$ cat config.mk
export PLATFORM = sky130hd
export DESIGN_NAME = mul8_dot_acc
export DESIGN_NICKNAME = d
export VERILOG_FILES = /design/src/rtl/mul8_dot_acc.sv
export SDC_FILE = /design/constraint.sdc
export NUM_CORES = 1
export LEC_CHECK = 0
export ABC_CLOCK_PERIOD_IN_PS = 4400
export CAP_MARGIN = 20
export CORE_UTILIZATION = 54
export DETAILED_ROUTE_END_ITERATION = 8
export PLACE_DENSITY = 0.76
export SLEW_MARGIN = 20
export SYNTH_ARGS = -nofsm -noshare
export SYNTH_HDL_FRONTEND = slang
export SYNTH_SLANG_ARGS = --single-unit
$ cat constraint.sdc
create_clock -name clk -period 4.4 [get_ports clk]
set_clock_uncertainty 0.1 [all_clocks]
set_input_delay 0.88 -clock clk [delete_from_list [all_inputs] [get_ports clk]]
set_output_delay 0.88 -clock clk [all_outputs]
set_load 0.1 [all_outputs]
$ cat src/rtl/mul8_dot_acc.sv
// Streaming 8x8 unsigned dot-product stage: registered multiply, then accumulate LEN
// products and offer the wrapped sum with a sticky carry flag over valid/ready.
module mul8_dot_acc #(
  parameter int LEN   = 4,
  parameter int ACC_W = 20
) (
  input  logic             clk,
  input  logic             rst_n,
  input  logic             clr,
  input  logic             in_valid,
  output logic             in_ready,
  input  logic [7:0]       a,
  input  logic [7:0]       b,
  output logic             out_valid,
  input  logic             out_ready,
  output logic [ACC_W-1:0] out_sum,
  output logic             out_ovf,
  output logic             busy
);

  localparam int CW = $clog2(LEN + 1);

  typedef enum logic [1:0] {IDLE, ACC, DRAIN, DONE} state_t;

  state_t           state_q;
  logic [CW-1:0]    cnt_q;
  logic [15:0]      p_q;
  logic             p_vld_q;
  logic [ACC_W-1:0] acc_q;
  logic             ovf_q;
  logic             in_ready_q;
  logic             out_valid_q;

  logic [ACC_W:0]   sum_d;
  logic             accept_d;

  // The extra top bit of the sum is the carry that feeds the sticky overflow flag.
  assign sum_d    = {1'b0, acc_q} + {{(ACC_W + 1 - 16){1'b0}}, p_q};
  assign accept_d = (state_q == ACC) && in_valid && in_ready_q;

  always_ff @(posedge clk or negedge rst_n) begin
    if (!rst_n) begin
      state_q     <= IDLE;
      cnt_q       <= '0;
      p_q         <= '0;
      p_vld_q     <= 1'b0;
      acc_q       <= '0;
      ovf_q       <= 1'b0;
      in_ready_q  <= 1'b0;
      out_valid_q <= 1'b0;
    end else if (clr) begin
      state_q     <= ACC;
      cnt_q       <= '0;
      p_vld_q     <= 1'b0;
      acc_q       <= '0;
      ovf_q       <= 1'b0;
      in_ready_q  <= 1'b1;
      out_valid_q <= 1'b0;
    end else begin
      p_vld_q <= accept_d;
      if (accept_d) begin
        p_q <= a * b;
      end
      if (p_vld_q) begin
        acc_q <= sum_d[ACC_W-1:0];
        ovf_q <= ovf_q | sum_d[ACC_W];
      end
      case (state_q)
        IDLE: begin
          state_q    <= ACC;
          in_ready_q <= 1'b1;
        end
        ACC: begin
          if (accept_d) begin
            cnt_q <= cnt_q + 1'b1;
            if (cnt_q == CW'(LEN - 1)) begin
              state_q    <= DRAIN;
              in_ready_q <= 1'b0;
            end
          end
        end
        // Only the final product can still be in flight here; it lands this edge.
        DRAIN: begin
          if (p_vld_q) begin
            state_q     <= DONE;
            out_valid_q <= 1'b1;
          end
        end
        DONE: begin
          if (out_ready) begin
            state_q     <= ACC;
            cnt_q       <= '0;
            acc_q       <= '0;
            ovf_q       <= 1'b0;
            in_ready_q  <= 1'b1;
            out_valid_q <= 1'b0;
          end
        end
        default: state_q <= IDLE;
      endcase
    end
  end

  assign in_ready  = in_ready_q;
  assign out_valid = out_valid_q;
  assign out_sum   = acc_q;
  assign out_ovf   = ovf_q;
  assign busy      = (state_q == DRAIN) || (state_q == DONE) ||
                     ((state_q == ACC) && (p_vld_q || (cnt_q != '0)));

endmodule
==> impl_results.md <==
- Outcome: finished clean
- Vias: between 4000 and 5000
- CTS sink count: between 40 and 50
- Hold Slack: about 400 ps
- Final ANT Viol Nets: 0
- Fin area: approximately 6100 sq um
- Syn avg cell area: slightly below 9 sq um
- Largest net degree at the start of global routing: 46
- Wire per inst: 14.49 um
- Port bufs: 44
- Async S/R FF share, synth: 100.0%
- Max Cap Violations: 0
- First-pass GRT wire length: around 19000 um
- PD cells: 485.7 nW/um^2
- Critical Path Fanout Max: 7
- Synth area leaders: dfrtp_1 23%, fa_1 15%, ha_1 15%
- Vias in the first global route: about 4300
- H-tree levels: 2
- Antenna violations before repair: 0
- Skew-Pair Late Insertion Delay: 300 ps
- CTS tree: built
- Worst IR drop on VDD: 0.2473 mV
- RePlAce Congestion: roughly 0.85
- Fin util: between 60% and 70%
- Seq/Total Area, Yosys: between 20% and 30%
- Syn_nets: between 600 and 700
- Reg clk slew, reported paths: around 90 ps
- Most common cell in the netlist: inv_1
- Site row count: 34
- Aggregate global-route resource usage: between 20% and 30%
- Crit end category: flip-flop
- Most frequent CP cell: fa_1
- Rel. slew slack: a little over a third
- Layout filler cell count: between 700 and 800
- Final setup vio count: 0
- Fmax: 233.0 MHz
- Residual DRC: 0
- LEAKAGE: about 3.0 nW
- Number of buffers created by CTS: 5
- Mapped Area: 4925 sq um
- Leading area contributor after synthesis: dfrtp_1
- Area grow syn2layout: 23.02%
- Final worst setup slack: 107.5 ps
- Final Instance Count excl. Fillers: around 750
- Clock Tree Buf Depth: 2
- Worst slew pin tran: a little under 1000 ps
- Ys Warns: 0
- Crit path time final: roughly 4300 ps
- Dpl cell area: between 5000 and 6000 sq um
- 1st-iter DRT viols: approximately 100
- Nets@finish: 759
- Antenna cells: 0
- Post-synth EDFFs: 0
- Hpwl dp: about 8600 um
- Family with the most delay on the worst path: adder cells
- CP Cell Sequence: buf_6, and2_4, fa_1, fa_1, fa_1, inv_1, fa_1, inv_1, ha_4, or3_4, o2111ai_4, nand2b_1, xnor2_1, o21ai_0
- Dpl cells: 741
- Initial core utilization: 56.20%
- Hold/Removal Path Class: reg2reg
- Detailed Route WL: about 11000 um
- Die Width: around 97 um
- Die Footprint: 9505 sq um
- Top FF cell, synth: dfrtp_1
- Vias per cell: approximately 5.5
- Startpoint Class: input port
- Top cells by count, synth: 63 x inv_1, 59 x ha_1, 55 x nand2_1, 48 x and2_1, 45 x dfrtp_1
- Power, Total: 2.943 mW
- IO Count: 45
- Final-report hold violation count: 0
- Synth cell types: 56
- Hold Buf Count CTS: 0
- Layout cells sized above 1: 19.44%
- Root buf cell: clkbuf_8
- Buf+Inv Stages, Crit Path: 3
- Worst endpoint required time: about 4500 ps
- Crit Path Class: in2reg
- RSZ-0062 raised after global routing: yes
- Initial DRT Pass Iterations: 4
- Final Max Slew Viols: 0
- Mapped Cells: 558
- Setup_tns: 0 ps
- Gr ovfl total: 0
- Max stage delay on crit path: approximately 560 ps
- Dpl ws: -803.4 ps
- Final period util: 97.56%
- Slowest cell on crit path: fa_1
- Yosys top cell area share: between 20 and 25%
- Seq cells post-synth: 45
- CORE AREA: approximately 9000 sq um
- Crit path DAT: 4420 ps
- Chip height: just under 100 um
==> routing by layer <==
layer | share of wire [%] | up-vias | global-route usage, %
met3 | 2.7 | 18 | 2.374
met4 | 1.5 | 0 | 7.240
met1 | 43 | 1992 | 27.79
met5 | 0 | - | 0
li1 | - | 2067 | -
met2 | 53 | 84 | 44.59
==> power by group <==
| group | switching, mW | internal, mW | leakage, nW |
|---|---|---|---|
| Clock | 0.152 | 0.113 | 0.0445 |
| Sequential | 0.0900 | 0.520 | 0.596 |
| Combinational | 1.17 | 0.898 | 2.32 |
| Total | 1.41 | 1.53 | 2.96 |
==> registers in the layout (all words and copies together), names as in the netlist <==
name and cells:
out_sum 20, p_q 16, cnt_q 3, state_q 2, in_ready 1, out_ovf 1, out_valid 1, p_vld_q 1
==> area by class of cell <==
cell class / count / area [sq um] / area share [%]
tap: 108 / 135.1 / 2.230
multi-input combinational: 433 / 3659 / 60.39
timing repair buffer: 93 / 808.3 / 13.34
clock buffer: 5 / 68.82 / 1.136
inverter: 64 / 240.2 / 3.965
sequential: 45 / 1126 / 18.59
clock inverter: 3 / 21.27 / 0.3511
==> timing repair <==
| action | CTS | global route |
|---|---|---|
| endpoints found under the hold margin | 0 | 0 |
| pin swaps | 14 | 30 |
| setup buffers | 1 | 1 |
| gates resized for setup | 64 | 52 |
| setup endpoints to repair | 9 | 8 |
==> placed cells by master (no fill, tap or decap), drive strengths merged, types with 3 or more instances in the layout <==
cell type | Yosys | routed
inv | 63 | 64
buf | 4 | 64
ha | 59 | 59
nand2 | 56 | 56
and2 | 48 | 48
dfrtp | 45 | 45
fa | 37 | 37
a21oi | 32 | 32
nor2 | 31 | 31
o21ai | 27 | 27
clkdlybuf4s50 | 0 | 26
nand3 | 16 | 16
nor3 | 11 | 11
a21o | 11 | 11
xnor2 | 10 | 10
a211oi | 9 | 9
nand4 | 7 | 7
nand2b | 6 | 6
mux2i | 6 | 6
or3 | 6 | 6
o21a | 5 | 5
xor2 | 5 | 5
clkbuf | 12 | 5
or2 | 5 | 5
a31oi | 4 | 4
nor2b | 4 | 4
o31ai | 4 | 4
a31o | 3 | 3
o2111ai | 3 | 3
==> logic make-up (layout without fill, tap and decap cells) <==
logic type | after synthesis | in the layout | synth area share, %
mux | 8 | 8 | 1.677
compound gates | 115 | 115 | 15.30
simple gates | 199 | 199 | 20.58
buf+inv | 80 | 165 | 6.885
flops | 45 | 45 | 22.87
xor+xnor | 15 | 15 | 2.668
fa+ha+maj | 96 | 96 | 30.03
==> worst paths after layout <==
| kind | to | cells after the start | slack [ps] | from |
|---|---|---|---|---|
| setup / recovery | p_q[10] | 14 | 110 | a[3] |
| setup reg to reg | out_sum[8] | 8 | 1740 | out_sum[0] |
| hold / removal | p_q[12] | 2 | 400 | p_q[12] |
| hold reg to reg | p_q[12] | 2 | 400 | p_q[12] |
| max in group asynchronous | p_q[13] | 1 | 3350 | rst_n |
| min in group asynchronous | in_ready | 1 | 460 | rst_n |
==> tightest hold or removal path, cell delays in order (launching register included) <==
cell,delay (ps)
dfrtp_1,360
nand2_1,50
o21ai_1,60
Note: power is estimated with default switching activity, not from simulation.
